<file path="src/rtl/serial_subtractor_pkg.sv">
// Shared constants and FSM state encoding for the bit-serial subtractor.
package serial_subtractor_pkg;

  localparam int unsigned DEFAULT_WIDTH = 8;

  typedef enum logic [1:0] {
    ST_IDLE = 2'd0,
    ST_RUN  = 2'd1,
    ST_DONE = 2'd2
  } state_t;

endpackage

</file>
<file path="src/rtl/full_subtractor.sv">
// One-bit full subtractor: A - B - Bin, producing difference and borrow-out.
module full_subtractor (
  input  logic A,
  input  logic B,
  input  logic Bin,
  output logic DIFF,
  output logic BORROW
);

  // Borrow when B exceeds A, or when A equals B and a borrow comes in.
  always_comb begin
    DIFF   = A ^ B ^ Bin;
    BORROW = (~A & B) | (~(A ^ B) & Bin);
  end

endmodule

</file>
<file path="src/rtl/serial_subtractor.sv">
// Bit-serial subtractor: computes A-B LSB first, one bit per clock.
module serial_subtractor
  import serial_subtractor_pkg::*;
#(
  parameter int unsigned WIDTH = DEFAULT_WIDTH
) (
  input  logic             clk,
  input  logic             rst,
  input  logic             start,
  input  logic [WIDTH-1:0] A,
  input  logic [WIDTH-1:0] B,
  output logic [WIDTH-1:0] DIFF,
  output logic             BORROW,
  output logic             busy,
  output logic             done
);

  localparam int unsigned CNT_W = $clog2(WIDTH);
  localparam logic [CNT_W-1:0] LAST_BIT = CNT_W'(WIDTH - 1);

  state_t           r_state;
  logic [WIDTH-1:0] r_a;
  logic [WIDTH-1:0] r_b;
  logic [WIDTH-1:0] r_res;
  logic [WIDTH-1:0] r_diff;
  logic             r_bor;
  logic             r_borrow;
  logic             r_busy;
  logic             r_done;
  logic [CNT_W-1:0] r_cnt;

  logic             w_d;
  logic             w_bout;

  full_subtractor u_fs (
    .A      (r_a[0]),
    .B      (r_b[0]),
    .Bin    (r_bor),
    .DIFF   (w_d),
    .BORROW (w_bout)
  );

  // Control FSM and datapath: accept operands, shift one bit per RUN cycle, publish result.
  always_ff @(posedge clk) begin
    if (rst) begin
      r_state  <= ST_IDLE;
      r_a      <= '0;
      r_b      <= '0;
      r_res    <= '0;
      r_diff   <= '0;
      r_bor    <= 1'b0;
      r_borrow <= 1'b0;
      r_busy   <= 1'b0;
      r_done   <= 1'b0;
      r_cnt    <= '0;
    end else begin
      case (r_state)
        ST_IDLE: begin
          r_done <= 1'b0;
          if (start) begin
            r_a     <= A;
            r_b     <= B;
            r_res   <= '0;
            r_bor   <= 1'b0;
            r_cnt   <= '0;
            r_busy  <= 1'b1;
            r_state <= ST_RUN;
          end
        end
        ST_RUN: begin
          r_res <= {w_d, r_res[WIDTH-1:1]};
          r_a   <= r_a >> 1;
          r_b   <= r_b >> 1;
          r_bor <= w_bout;
          if (r_cnt == LAST_BIT) begin
            // Final bit: expose the full result; counter is left as-is so it never wraps.
            r_diff   <= {w_d, r_res[WIDTH-1:1]};
            r_borrow <= w_bout;
            r_busy   <= 1'b0;
            r_done   <= 1'b1;
            r_state  <= ST_DONE;
          end else begin
            r_cnt <= r_cnt + CNT_W'(1);
          end
        end
        ST_DONE: begin
          r_done  <= 1'b0;
          r_state <= ST_IDLE;
        end
        default: begin
          r_busy  <= 1'b0;
          r_done  <= 1'b0;
          r_state <= ST_IDLE;
        end
      endcase
    end
  end

  assign DIFF   = r_diff;
  assign BORROW = r_borrow;
  assign busy   = r_busy;
  assign done   = r_done;

endmodule

</file>
<file path="config.mk">
export PLATFORM = sky130hd
export DESIGN_NAME = serial_subtractor
export DESIGN_NICKNAME = d
export VERILOG_FILES = /design/src/rtl/serial_subtractor_pkg.sv /design/src/rtl/full_subtractor.sv /design/src/rtl/serial_subtractor.sv
export SDC_FILE = /design/constraint.sdc
export NUM_CORES = 1
export LEC_CHECK = 0
export CAP_MARGIN = 5
export CORE_AREA = 3 3 63 65
export DETAILED_ROUTE_END_ITERATION = 16
export DIE_AREA = 0 0 66 68
export GPL_TIMING_DRIVEN = 0
export PLACE_DENSITY = 0.74
export REMOVE_ABC_BUFFERS = 1
export SETUP_SLACK_MARGIN = 0.15
export SLEW_MARGIN = 20
export SYNTH_ARGS = -nofsm -noshare
export SYNTH_HDL_FRONTEND = slang
export SYNTH_HIERARCHICAL = 1
export SYNTH_SLANG_ARGS = --single-unit
</file>
<file path="constraint.sdc">
create_clock -name clk -period 2 [get_ports clk]
set_input_delay 0.4 -clock clk [delete_from_list [all_inputs] [get_ports clk]]
set_output_delay 0.4 -clock clk [all_outputs]
set_load 0.03 [all_outputs]
</file>
==> results.cfg, run 1 <==
[setup_path]
cp_max_fo = 2
rr_startpoint = r_state[0]
critPathCaptureType = primary output
path_cells = clkdlybuf4s50_1
r2r_slack_ps = 300
start_kind = flip-flop
critPathArrivalTime_ps = 1390
r2r-end = r_a[0]
crit_path_top_delay_cell = clkdlybuf4s50_1
cp.required_ps = 1600
crit_buf_inv = 1
crit_type = flip-flop to primary output
crit_family = buffers and inverters
worst_r2r_path_depth = 3
slowest_delay_ps = 670

[clocking]
clk_pin_slew_ps = 120
clk_latency_ps = 350
cts_made_buffers = 5
root_buffer = clkbuf_4
clkSinkCount = 40
htree_levels = 2
cts_tree = yes
cts_buffer_depth = 2

[grt]
grt.total_usage_pct = 16.26
grt_max_degree = 29
first_global_vias = 1300
antenna_found_initial = 0
grt_pass1_wl_mm = 5.492
overflow = 0

[timing]
fin_worst_skew_ps = 14.96
min_period_ps = 1787
max-slew-margin-rel_pct = 56.59
setup_viol = 0
slew_violations = 0
rsz0062_at_grt = no
finalHoldViolCount = 0
worstMarginPinSlew_ps = 651.2
fin_crit_sh_pct = 89.34
max_freq_mhz = 559.6
whs_ps = 445.8

[synth]
ys.flop_type = dfxtp_1
synthArstFlopShare_pct = 0
yosysSeqAreaShare_pct = 46.65
synth-seq-cells = 40
synthCells = 175
syn_area_sq_um = 1717
synth_edf_count = 0
yosys_warnings = 6
synth_cell_types = 26
synth.avg_cell_area_sq_um = 9.809

[floorplan]
rows = 21
io_pins = 30
chipWidth_um = 66
dieArea_sq_um = 4488
start_util_pct = 50.65
core_sq_um = 3390
die_h_um = 68

[worst_hold_path]
hold_depth = 2
min_to = r_res[7]
min_from = rst
hold_class = input port to flip-flop

[layout]
fin_nets = 220
finalNonFillerCells = 245
most-common-layout-cells = 39 x dfxtp_1, 28 x nor2_1, 28 x clkdlybuf4s50_1, 14 x mux2i_1, 14 x a211oi_2
fin_util_pct = 60.83
syn_to_final_growth_pct = 20.12
drive_above_1_share_pct = 15.08
diodes = 0
mostFrequentLayoutCell = dfxtp_1

[route]
postRouteWirelength_mm = 3.242
antenna_left = 0
firstDrtPassIters = 4
wl_per_cell_um = 13.23
vias = 1317
drc = 0
drt_first_iter_violations = 83
via_per_inst = 5.376

[place]
place.gp.congestion = 0.6599
dpl.hpwl_mm = 2.251
portBuffers = 29
dpl.cell_count = 236

[power]
peakVddDrop_mv = 0.4034
power_density_nw_per_um2 = 712.8
p_leak_nw = 0.7413
power_mw = 1.470

[run_status]
status = complete, no violations

[run]
max_cap_violations = 0
-- power breakdown --
group | internal [mW] | switching (mW)
clock network | 0.167 | 0.252
logic | 0.0966 | 0.0888
registers | 0.832 | 0.0328
total | 1.10 | 0.374
-- stage by stage --
step / instance area [sq um] / TNS (ps) / worst slack [ps]
final: 2062 / 0 / 213.1
after global placement: 1959 / -12060 / -447.8
after CTS: 2049 / 0 / 177.2
after detailed placement: 1982 / -7526 / -453.6
after floorplan: 1612 / -12.77 / -1.419
after global routing: 2062 / 0 / 155.8
-- synth_stat cells (3+ instances only) --
cell,n,area [sq um]
a22oi_1,10,75.07
buf_6,5,56.30
dfxtp_1,40,800.8
a21oi_1,11,55.05
buf_2,3,15.01
clkbuf_1,3,11.26
a31oi_1,3,18.77
nand3_1,13,65.06
nand2_1,12,45.04
inv_1,3,11.26
nor2_1,28,105.1
a211oi_2,14,175.2
mux2i_1,14,140.1
-- cell families after synthesis --
family | share of synthesized area [%]
AND/OR/NAND/NOR | 14.29
AO/OA/AOI/OAI | 21.50
flip-flops | 46.65
buffers and inverters | 6.778
multiplexers | 8.163
adder cells (fa/ha/maj) | 2.624
-- repair_timing --
action,4_1_cts,5_1_grt
endpoints found under the setup margin,39,18
hold endpoints to repair,0,0
setup buffers,0,1
hold buffers,0,0
gates resized for setup,3,1
-- flip-flops by register name (all words and copies together), names as in the netlist, 2 cells and up --
register	count
DIFF	8
r_a	8
r_cnt	3
r_state	2
r_res	7
r_b	8
-- worst max-delay path by stage --
stage | start | endpoint | slack (ps) | cells past startpoint
2_1_floorplan | r_state[0] | BORROW | -1 | 3
3_3_place_gp | r_state[0] | DIFF[7] | -450 | 3
3_5_place_dp | r_state[0] | DIFF[0] | -450 | 3
4_1_cts | r_state[0] | DIFF[0] | 180 | 3
5_1_grt | DIFF[0] | DIFF[0] | 160 | 1
6_report | busy | busy | 210 | 1
-- final cells by class --
cell class                 count  area (sq um)
tap                           46         57.56
sequential                    40         802.0
clock buffer                   6         51.30
timing repair buffer          31         320.3
multi-input combinational    117         809.5
inverter                       3         11.26
clock inverter                 2         10.01
fill                         304          1328
-- metal layers --
layer	GRT usage (%)	share of wire, %	vias up
li1	-	-	661
met1	17.17	41	619
met2	28.54	52	29
met3	3.777	4.0	8
met4	11.68	2.6	0
met5	0	0	-
Power figures use the tool's default switching activity.
==> inputs of run 2 (changes only) <==
--- a/config.mk
+++ b/config.mk
@@ -5,15 +5,16 @@
 export SDC_FILE = /design/constraint.sdc
 export NUM_CORES = 1
 export LEC_CHECK = 0
+export ABC_AREA = 1
 export CAP_MARGIN = 5
 export CORE_AREA = 3 3 63 65
 export DETAILED_ROUTE_END_ITERATION = 16
 export DIE_AREA = 0 0 66 68
 export GPL_TIMING_DRIVEN = 0
-export PLACE_DENSITY = 0.74
+export PLACE_DENSITY = 0.75
 export REMOVE_ABC_BUFFERS = 1
 export SETUP_SLACK_MARGIN = 0.15
-export SLEW_MARGIN = 20
+export SLEW_MARGIN = 15
 export SYNTH_ARGS = -nofsm -noshare
 export SYNTH_HDL_FRONTEND = slang
 export SYNTH_HIERARCHICAL = 1
==> run 2 against run 1 <==
Net effect: register-to-register slack improved by 30 ps; sequential cell count did not move; clock-buffer cell count rose by 2; non-clock buffer count fell by 2; power fell by 0.80%; combinational power fell by 2%; critical path type unchanged; critical endpoint unchanged; highest routed layer unchanged.
==> results.cfg, run 2 <==
[timing]
setup_viol = 0
max_freq_mhz = 562.7
min_period_ps = 1777
fin_worst_skew_ps = 4.370
worstMarginPinSlew_ps = 674.0
max-slew-margin-rel_pct = 54.99
finalHoldViolCount = 0
slew_violations = 0
rsz0062_at_grt = no
fin_crit_sh_pct = 88.85

[synth]
syn_area_sq_um = 1725
yosys.area.top_type = dfxtp_1
yosys_warnings = 6
synth_top_cell_area_share_pct = 46.41
ys.flop_type = dfxtp_1
synth_edf_count = 0
synth.avg_cell_area_sq_um = 7.130
synth_cell_types = 19
synth_commonest_cells = 40 x dfxtp_1, 39 x nor2_1, 36 x nand3_1, 35 x nand2_1, 32 x inv_1
synthArstFlopShare_pct = 0
synthTopCellsByArea = dfxtp_1 46%, nand3_1 10%, nor2_1 8.5%
synth-seq-cells = 40
synth.most_common_cell = dfxtp_1
yosysSeqAreaShare_pct = 46.41
synthCells = 242

[run]
max_cap_violations = 0

[grt]
antenna_found_initial = 0
grt_max_degree = 39
grt_pass1_wl_mm = 5.595
grt.total_usage_pct = 16.34
overflow = 0
first_global_vias = 1286

[layout]
finalNonFillerCells = 312
fin_util_pct = 61.17
fin_nets = 287
syn_to_final_growth_pct = 20.16
diodes = 0
final_cell_area_sq_um = 2073
drive_above_1_share_pct = 4.887
most-common-layout-cells = 39 x dfxtp_1, 39 x nor2_1, 36 x nand3_1, 34 x nand2_1, 32 x inv_1

[setup_path]
critPathCaptureType = primary output
path_cells = clkdlybuf4s50_1
cp.required_ps = 1600
crit_family = buffers and inverters
critPathArrivalTime_ps = 1380
cp_max_fo = 2
crit_path_top_delay_cell = clkdlybuf4s50_1
crit_buf_inv = 1
slowest_delay_ps = 670
start_kind = flip-flop
crit_type = flip-flop to primary output

[floorplan]
start_util_pct = 50.90
core_sq_um = 3390
die_h_um = 68
dieArea_sq_um = 4488
rows = 21
io_pins = 30
chipWidth_um = 66

[route]
via_per_inst = 4.869
drc = 0
postRouteWirelength_mm = 3.327
drt_first_iter_violations = 144
vias = 1519
wl_per_cell_um = 10.66
firstDrtPassIters = 4
antenna_left = 0

[power]
power_density_nw_per_um2 = 703.2
peakVddDrop_mv = 0.4584
p_leak_nw = 0.9244
power_mw = 1.458

[clocking]
cts_tree = yes
clk_latency_ps = 350
clk_pin_slew_ps = 110
clkSinkCount = 40
ctsHoldBuffers = 0
cts_made_buffers = 5
htree_levels = 2
cts_buffer_depth = 2
root_buffer = clkbuf_4

[place]
portBuffers = 29
place.gp.congestion = 0.7502
dpl.hpwl_mm = 2.076
dpl.cell_count = 304
placed_area_sq_um = 1997

[run_status]
status = complete, no violations

[worst_hold_path]
hold_class = flip-flop to flip-flop
## run 2: timing repair
item | in CTS | in global routing
resized for setup | 4 | 2
setup buffers | 0 | 0
cloned | 0 | 0
setup endpoints to repair | 36 | 27
## run 2: path summary, 6_finish.rpt
kind	start	to	slack, ps	cells past startpoint
min reg2reg	r_b[1]	r_b[1]	490	2
max	busy	busy	220	1
max reg2reg	r_state[1]	r_cnt[0]	330	6
min	r_b[1]	r_b[1]	490	2
## run 2: layer usage
metal / global-route usage, % / vias to the layer above / routed length (um)
li1: - / 815 / -
met2: 25.66 / 30 / 1452
met5: 0 / - / 0
met1: 20.55 / 668 / 1649
met4: 9.137 / 0 / 64
met3: 4.105 / 6 / 161
## run 2: per-stage QoR
stage                     setup slack, ps  hold slack [ps]  TNS [ps]
final                               222.9            493.5         0
after global routing                164.3            511.6         0
after CTS                           172.2            492.8         0
after detailed placement           -569.1            475.2    -16320
after global placement             -602.4            469.2    -17330
after floorplan                     98.97            455.4         0
## run 2: area by class of cell
type                       count  area [sq um]
timing repair buffer          29         292.8
multi-input combinational    154         729.5
sequential                    40         802.0
tap                           46         57.56
clock buffer                   8         58.81
fill                         314          1316
inverter                      35         132.6
## run 2: kinds of logic (layout without fill, tap and decap cells)
group	after synthesis	in the layout	synth area share [%]
AO/OA/AOI/OAI	37	37	11.10
flip-flops	40	40	46.41
buffers and inverters	48	72	12.04
AND/OR/NAND/NOR	114	114	27.85
adder cells (fa/ha/maj)	3	3	2.610
## run 2: worst min-delay path: stages, from the launching register on
cell     delay [ps]
dfxtp_1         330
nand3_1          70
a21oi_1          60
## run 2: power breakdown
group | internal, mW | switching [mW] | total (mW)
Combinational | 0.0813 | 0.0999 | 0.181
Clock | 0.173 | 0.251 | 0.425
Sequential | 0.830 | 0.0220 | 0.852
